==> src/rtl/miriscv_alu_pkg.sv <==
// Shared ALU definitions: operator encoding and opcode legality check.
// Used by the ALU itself and by the arbiter that shares it between requesters.
package miriscv_alu_pkg;

   localparam int ALU_OP_WIDTH = 4;

   typedef enum logic [ALU_OP_WIDTH-1:0] {
      ALU_ADD = 4'h0,
      ALU_SUB = 4'h1,
      ALU_XOR = 4'h2,
      ALU_OR  = 4'h3,
      ALU_AND = 4'h4,
      ALU_SRA = 4'h5,
      ALU_SRL = 4'h6,
      ALU_SLL = 4'h7,
      ALU_LTS = 4'h8,
      ALU_LTU = 4'h9,
      ALU_GES = 4'hA,
      ALU_GEU = 4'hB,
      ALU_EQ  = 4'hC,
      ALU_NE  = 4'hD
   } alu_op_e;

   // Codes above NE are unassigned and must not reach a response register.
   function automatic logic alu_op_legal(input logic [ALU_OP_WIDTH-1:0] op);
      return op <= ALU_NE;
   endfunction

endpackage

==> src/rtl/miriscv_alu.sv <==
// Purely combinational 32-bit ALU; zero latency, no flow control.
// Comparison ops report the outcome on flag and as a zero-extended result.
module miriscv_alu
   import miriscv_alu_pkg::*;
(
   input  alu_op_e     alu_op_i,
   input  logic [31:0] alu_a_i,
   input  logic [31:0] alu_b_i,
   output logic [31:0] alu_result_o,
   output logic        alu_flag_o
);

   always_comb begin
      alu_flag_o = 1'b0;
      case (alu_op_i)
         ALU_LTS: alu_flag_o = $signed(alu_a_i) <  $signed(alu_b_i);
         ALU_LTU: alu_flag_o = alu_a_i <  alu_b_i;
         ALU_GES: alu_flag_o = $signed(alu_a_i) >= $signed(alu_b_i);
         ALU_GEU: alu_flag_o = alu_a_i >= alu_b_i;
         ALU_EQ:  alu_flag_o = alu_a_i == alu_b_i;
         ALU_NE:  alu_flag_o = alu_a_i != alu_b_i;
         default: alu_flag_o = 1'b0;
      endcase
   end

   always_comb begin
      alu_result_o = 32'd0;
      case (alu_op_i)
         ALU_ADD: alu_result_o = alu_a_i + alu_b_i;
         ALU_SUB: alu_result_o = alu_a_i - alu_b_i;
         ALU_XOR: alu_result_o = alu_a_i ^ alu_b_i;
         ALU_OR:  alu_result_o = alu_a_i | alu_b_i;
         ALU_AND: alu_result_o = alu_a_i & alu_b_i;
         ALU_SRA: alu_result_o = $unsigned($signed(alu_a_i) >>> alu_b_i[4:0]);
         ALU_SRL: alu_result_o = alu_a_i >> alu_b_i[4:0];
         ALU_SLL: alu_result_o = alu_a_i << alu_b_i[4:0];
         ALU_LTS, ALU_LTU, ALU_GES, ALU_GEU, ALU_EQ, ALU_NE:
            alu_result_o = {31'd0, alu_flag_o};
         default: alu_result_o = 32'd0;
      endcase
   end

endmodule

==> src/rtl/miriscv_alu_arbiter.sv <==
// Round-robin share of one ALU between two requesters; result registered, visible the cycle after the handshake.
// A requester is stalled while its response slot is full and not being drained; the other may take every cycle.
module miriscv_alu_arbiter
   import miriscv_alu_pkg::*;
#(
   parameter logic RR_RESET = 1'b0
) (
   input  logic                    clk_i,
   input  logic                    rst_i,

   input  logic                    req0_valid_i,
   output logic                    req0_ready_o,
   input  logic [ALU_OP_WIDTH-1:0] req0_op_i,
   input  logic [31:0]             req0_a_i,
   input  logic [31:0]             req0_b_i,

   input  logic                    req1_valid_i,
   output logic                    req1_ready_o,
   input  logic [ALU_OP_WIDTH-1:0] req1_op_i,
   input  logic [31:0]             req1_a_i,
   input  logic [31:0]             req1_b_i,

   output logic                    rsp0_valid_o,
   input  logic                    rsp0_ready_i,
   output logic [31:0]             rsp0_result_o,
   output logic                    rsp0_flag_o,

   output logic                    rsp1_valid_o,
   input  logic                    rsp1_ready_i,
   output logic [31:0]             rsp1_result_o,
   output logic                    rsp1_flag_o,

   output logic                    last_grant_o
);

   logic                    prio;
   logic                    elig0, elig1;
   logic                    grant0, grant1;
   logic [ALU_OP_WIDTH-1:0] alu_op;
   logic [31:0]             alu_a, alu_b;
   logic [31:0]             alu_result;
   logic                    alu_flag;
   logic                    op_legal;
   logic [31:0]             cap_result;
   logic                    cap_flag;

   // Reset gates eligibility so ready stays low while the block is held in reset.
   assign elig0  = req0_valid_i & (~rsp0_valid_o | rsp0_ready_i) & ~rst_i;
   assign elig1  = req1_valid_i & (~rsp1_valid_o | rsp1_ready_i) & ~rst_i;
   assign grant0 = elig0 & (~elig1 | ~prio);
   assign grant1 = elig1 & (~elig0 |  prio);

   assign req0_ready_o = grant0;
   assign req1_ready_o = grant1;

   assign alu_op = grant1 ? req1_op_i : req0_op_i;
   assign alu_a  = grant1 ? req1_a_i  : req0_a_i;
   assign alu_b  = grant1 ? req1_b_i  : req0_b_i;

   miriscv_alu u_alu (
      .alu_op_i     (alu_op_e'(alu_op)),
      .alu_a_i      (alu_a),
      .alu_b_i      (alu_b),
      .alu_result_o (alu_result),
      .alu_flag_o   (alu_flag)
   );

   assign op_legal   = alu_op_legal(alu_op);
   assign cap_result = op_legal ? alu_result : 32'd0;
   assign cap_flag   = op_legal & alu_flag;

   always_ff @(posedge clk_i or posedge rst_i) begin
      if (rst_i) begin
         prio          <= RR_RESET;
         last_grant_o  <= RR_RESET;
         rsp0_valid_o  <= 1'b0;
         rsp0_result_o <= 32'd0;
         rsp0_flag_o   <= 1'b0;
         rsp1_valid_o  <= 1'b0;
         rsp1_result_o <= 32'd0;
         rsp1_flag_o   <= 1'b0;
      end else begin
         if (grant0 | grant1) begin
            prio         <= grant0;
            last_grant_o <= grant1;
         end

         if (grant0) begin
            rsp0_valid_o  <= 1'b1;
            rsp0_result_o <= cap_result;
            rsp0_flag_o   <= cap_flag;
         end else if (rsp0_ready_i) begin
            rsp0_valid_o  <= 1'b0;
         end

         if (grant1) begin
            rsp1_valid_o  <= 1'b1;
            rsp1_result_o <= cap_result;
            rsp1_flag_o   <= cap_flag;
         end else if (rsp1_ready_i) begin
            rsp1_valid_o  <= 1'b0;
         end
      end
   end

endmodule

==> config.mk <==
export PLATFORM = sky130hd
export DESIGN_NAME = miriscv_alu_arbiter
export DESIGN_NICKNAME = d
export VERILOG_FILES = /design/src/rtl/miriscv_alu_pkg.sv /design/src/rtl/miriscv_alu.sv /design/src/rtl/miriscv_alu_arbiter.sv
export SDC_FILE = /design/constraint.sdc
export NUM_CORES = 1
export LEC_CHECK = 0
export CELL_PAD_IN_SITES_DETAIL_PLACEMENT = 2
export CELL_PAD_IN_SITES_GLOBAL_PLACEMENT = 2
export CORE_ASPECT_RATIO = 0.6
export CORE_MARGIN = 3
export CORE_UTILIZATION = 29
export DETAILED_ROUTE_END_ITERATION = 8
export PLACE_DENSITY = 0.83
export SYNTH_ARGS = -nofsm -noshare
export SYNTH_HDL_FRONTEND = slang
export SYNTH_SLANG_ARGS = --single-unit
==> constraint.sdc <==
create_clock -name clk_i -period 5 [get_ports clk_i]
set_input_delay 1.25 -clock clk_i [delete_from_list [all_inputs] [get_ports clk_i]]
set_output_delay 1.25 -clock clk_i [all_outputs]
set_load 0.05 [all_outputs]
==> report_table.html <==
<table>
<tr><th>Metric</th><th>Value</th></tr>
<tr><th colspan="2">Run status</th></tr>
<tr><td>Run status</td><td>finished with violations</td></tr>
<tr><td>Violations in the final reports</td><td>setup timing</td></tr>
<tr><th colspan="2">Yosys</th></tr>
<tr><td>Area of the mapped netlist</td><td>between 10000 and 15000 sq um</td></tr>
<tr><td>Count of flip-flops with a built-in enable after synthesis</td><td>0</td></tr>
<tr><td>Synth area leaders</td><td>dfrtp_1, mux2i_1, nand2_1</td></tr>
<tr><td>Synthesis warning total</td><td>0</td></tr>
<tr><td>Fraction of the yosys area taken by sequential cells</td><td>12.1%</td></tr>
<tr><td>FFs w/ async S/R, synth</td><td>100%</td></tr>
<tr><td>Post-Synthesis Net Count</td><td>~2300</td></tr>
<tr><td>Top cell type's share of synthesized area</td><td>between 10% and 20%</td></tr>
<tr><td>Synthesized flop and latch total</td><td>70</td></tr>
<tr><td>Post-Synthesis Mean Instance Area</td><td>7.07 sq um</td></tr>
<tr><td>Post-synth cell types</td><td>104</td></tr>
<tr><td>Count of mapped cells out of synthesis</td><td>between 2000 and 2500</td></tr>
<tr><td>Most numerous cell in the Yosys netlist</td><td>nand2_1</td></tr>
<tr><td>Synth area leader</td><td>dfrtp_1</td></tr>
<tr><td>Post-synth top cells</td><td>nand2_1, a21oi_1, mux2i_1, nor2_1, o21ai_0</td></tr>
<tr><td>Most common flop cell mapped by yosys</td><td>dfrtp_1</td></tr>
<tr><th colspan="2">Die</th></tr>
<tr><td>Die boundary width</td><td>between 200 and 300 microns</td></tr>
<tr><td>Total core area</td><td>between 40000 and 50000 sq um</td></tr>
<tr><td>Number of I/O pins</td><td>roughly 210</td></tr>
<tr><td>Overall die area</td><td>around 53000 sq um</td></tr>
<tr><td>Initial Util</td><td>just under 30%</td></tr>
<tr><td>Vert. Die Dim</td><td>between 150 and 200 microns</td></tr>
<tr><td>Number of standard-cell rows in the floorplan</td><td>62</td></tr>
<tr><th colspan="2">Global routing</th></tr>
<tr><td>Largest net degree at the start of global routing</td><td>89</td></tr>
<tr><td>Wire length of the first global-routing pass</td><td>about 160000 microns</td></tr>
<tr><td>GR Util All Layers</td><td>roughly 40%</td></tr>
<tr><td>Via count of the first global-routing pass</td><td>about 23000</td></tr>
<tr><td>Number of antenna violations at the first check in global routing</td><td>6</td></tr>
<tr><td>Leftover overflow at the end of global routing</td><td>0</td></tr>
<tr><th colspan="2">Placement</th></tr>
<tr><td>Instance count after placement with tap cells included</td><td>roughly 3300</td></tr>
<tr><td>Total of buffers placed on input and output ports</td><td>approximately 210</td></tr>
<tr><td>Half-perimeter wire length after detailed placement</td><td>roughly 80000 microns</td></tr>
<tr><td>Last weighted congestion value of the routability-driven placer</td><td>~1</td></tr>
<tr><td>Post-place setup slack</td><td>-1.25 ns</td></tr>
<tr><th colspan="2">Timing</th></tr>
<tr><td>Upper clock frequency limit</td><td>~180 MHz</td></tr>
<tr><td>Worst setup skew after layout</td><td>between 0.02 and 0.025 ns</td></tr>
<tr><td>Post-layout min period</td><td>5.46 ns</td></tr>
<tr><td>Worst slew margin relative to its limit</td><td>about 24%</td></tr>
<tr><td>Final setup TNS</td><td>-5.25 ns</td></tr>
<tr><td>Setup repair after global routing missed its margin</td><td>yes</td></tr>
<tr><td>Period utilization</td><td>109%</td></tr>
<tr><td>Setup Viol. Count Final</td><td>39</td></tr>
<tr><td>Pins over their slew limit</td><td>0</td></tr>
<tr><td>Worst hold slack</td><td>slightly above 0.5 ns</td></tr>
<tr><td>Count of final hold-check violations</td><td>0</td></tr>
<tr><td>Worst setup slack after layout</td><td>-0.464 ns</td></tr>
<tr><td>Worst slew pin tran</td><td>1.14 ns</td></tr>
<tr><th colspan="2">Finish</th></tr>
<tr><td>Area of the multi-input gates</td><td>13300 sq um</td></tr>
<tr><td>Total Nets Final</td><td>approximately 3000</td></tr>
<tr><td>Layout cells sized above 1</td><td>36.6%</td></tr>
<tr><td>Storage cell area</td><td>about 1800 sq um</td></tr>
<tr><td>Area Growth Syn to Fin</td><td>64.6%</td></tr>
<tr><td>Non-filler cells, final</td><td>about 3400</td></tr>
<tr><td>Fillers</td><td>5309</td></tr>
<tr><th colspan="2">Power</th></tr>
<tr><td>Pwr per Cell Area</td><td>a little over 300 nW/um^2</td></tr>
<tr><td>Peak supply drop</td><td>approximately 200 uV</td></tr>
<tr><td>Total Power</td><td>roughly 7.3 mW</td></tr>
<tr><td>Static power due to leakage</td><td>between 10 and 15 nW</td></tr>
<tr><th colspan="2">Critical path</th></tr>
<tr><td>Family with the most delay on the worst path</td><td>buffers and inverters</td></tr>
<tr><td>CP startpoint</td><td>req0_b_i[1]</td></tr>
<tr><td>Critical Path RT</td><td>5.21 ns</td></tr>
<tr><td>Peak per-stage delay on the critical path</td><td>0.81 ns</td></tr>
<tr><td>Arrival time at the worst endpoint</td><td>approximately 5.7 ns</td></tr>
<tr><td>Slowest CP cell</td><td>clkdlybuf4s50_1</td></tr>
<tr><td>Setup Crit Path Kind</td><td>in -&gt; reg</td></tr>
<tr><td>Length in cells of the worst reg-to-reg path</td><td>19</td></tr>
<tr><td>Biggest fanout along the worst timing path</td><td>27</td></tr>
<tr><td>Type of element launching the critical path</td><td>input pin</td></tr>
<tr><td>Critical path buffer and inverter count</td><td>6</td></tr>
<tr><td>Cell depth of the worst setup path</td><td>15</td></tr>
<tr><td>Reg-to-Reg Start</td><td>rsp0_valid_o</td></tr>
<tr><td>Kind of end point of the critical path</td><td>flop</td></tr>
<tr><td>Critical Path Most Common Cell</td><td>buf_4</td></tr>
<tr><td>Cell breakdown of the critical path</td><td>clkdlybuf4s50_1 -&gt; buf_4 -&gt; inv_2 -&gt; buf_4 -&gt; mux2i_1 -&gt; mux2i_1 -&gt; nand2_1 -&gt; o21ai_1 -&gt; nor2_1 -&gt; o311ai_1 -&gt; o21ai_1 -&gt; buf_4 -&gt; nor4_1 -&gt; buf_4 -&gt; o21ai_1</td></tr>
<tr><th colspan="2">Route</th></tr>
<tr><td>Initial detailed-routing violation count</td><td>between 3000 and 4000</td></tr>
<tr><td>Mean number of vias per cell</td><td>approximately 7</td></tr>
<tr><td>Average wire per standard cell</td><td>38.2 microns</td></tr>
<tr><td>Detailed-route DRC error count</td><td>0</td></tr>
<tr><td>Total routed wirelength</td><td>~130000 microns</td></tr>
<tr><td>Detailed-routing iteration count for the pre-antenna-repair pass</td><td>6</td></tr>
<tr><td>Via count</td><td>around 23000</td></tr>
<tr><td>Post-route ant nets</td><td>0</td></tr>
<tr><th colspan="2">Clocking</th></tr>
<tr><td>Number of buffers created by CTS</td><td>9</td></tr>
<tr><td>Insertion delay to the later sink of the worst-skew pair</td><td>approximately 0.40 ns</td></tr>
<tr><td>Clock slew at the register clock pins of the worst setup and hold paths</td><td>about 0.070 ns</td></tr>
<tr><td>Clock Root Buffer</td><td>clkbuf_16</td></tr>
<tr><td>H-tree depth</td><td>3</td></tr>
<tr><td>TritonCTS sink count</td><td>70</td></tr>
<tr><td>CTS tree</td><td>built</td></tr>
<tr><td>Maximum clock path buffer count</td><td>2</td></tr>
<tr><th colspan="2">Hold path</th></tr>
<tr><td>Count of cells along the worst hold path</td><td>2</td></tr>
<tr><td>Path class of the lowest-slack min-delay path</td><td>reg -&gt; reg</td></tr>
<tr><td>Hold Path Origin</td><td>rsp0_result_o[4]</td></tr>
<tr><th colspan="2">Job</th></tr>
<tr><td>Max-cap viol count</td><td>0</td></tr>
</table>
## state kept, by name, indices dropped and copies added (netlist names)
register       count
last_grant_o       1
prio               1
rsp0_flag_o        1
rsp0_result_o     32
rsp0_valid_o       1
rsp1_flag_o        1
rsp1_result_o     32
rsp1_valid_o       1
## power by group
group	internal (mW)	switching [mW]
Clock	0.384	0.346
Sequential	0.735	0.162
Combinational	2.13	3.53
## routing by layer
layer  share of wire, %  vias up  global-route usage, %
met5               0.11        -                      0
met4                8.7       10                   20.6
met3                 11      800                   12.7
met2                 43     1904                   63.1
met1                 37    11500                   49.6
li1                   -     8833                      -
## layout make-up
| cell class | instances | area share [%] |
|---|---|---|
| Multi-Input combinational cell | 1720 | 55.8 |
| Timing Repair Buffer | 831 | 30.5 |
| Sequential cell | 70 | 7.35 |
| Tap cell | 640 | 3.36 |
| Inverter | 104 | 1.74 |
| Clock buffer | 9 | 0.944 |
| Clock inverter | 6 | 0.268 |
| Antenna cell | 5 | 0.0525 |
| Timing Repair inverter | 1 | 0.0367 |
## timing repair
item	4_1_cts	5_1_grt
setup buffers	33	29
gates resized for setup	216	207
gates cloned	3	0
endpoints found under the setup margin	61	56
hold buffers	0	0
pin swaps	58	81
## tightest hold or removal path: cells and delay by family, from the launching register on
kind / cells / cell delay (ns)
flip-flops: 1 / 0.35
AND/OR/NAND/NOR: 1 / 0.06
AO/OA/AOI/OAI: 1 / 0.06
## final timing paths
kind / slack [ns] / end
worst max-delay path: -0.46 / rsp0_result_o[12]
worst min-delay path: 0.51 / rsp0_result_o[4]
worst max register to register: 0.11 / rsp0_result_o[28]
worst min register to register: 0.51 / rsp0_result_o[4]
max in group asynchronous: 2.84 / rsp1_result_o[20]
min in group asynchronous: 1.42 / rsp1_result_o[12]
## cell families after synthesis
kind of cell,after synthesis,share of synthesized area [%]
muxes,213,17.0
AOI/OAI and AO/OA,652,30.1
xor gates and xnor gates,12,0.725
adders and majority gates,99,8.65
buffers and inverters,259,8.46
and+or+nand+nor,744,22.9
DFF,70,12.1
## layout by cell type (no fill, tap or decap), drive strengths merged, types with 11 or more instances in the layout
cell,instances
nand2b,22
a31oi,23
inv,102
o31ai,21
o221ai,18
nand2,377
and2,12
o211ai,29
a2111oi,11
a21oi,180
nor4,12
o21bai,14
clkdlybuf4s50,203
nor2b,45
o22ai,19
buf,626
a221oi,24
nor2,149
mux2i,152
o21ai,148
dfrtp,70
mux2,42
ha,97
mux4,19
nor3,42
nand3,39
a21o,19
a211oi,44
## per-stage QoR
| stage | cell area [sq um] | utilization [%] |
|---|---|---|
| 6_report | 23800 | 49.1 |
| 5_1_grt | 23800 | 49.1 |
| 4_1_cts | 22600 | 46.6 |
| 3_5_place_dp | 21100 | 43.4 |
| 3_3_place_gp | 21100 | 43.4 |
| 2_1_floorplan | 14700 | - |
No activity file was read; power rests on OpenSTA's default activity.
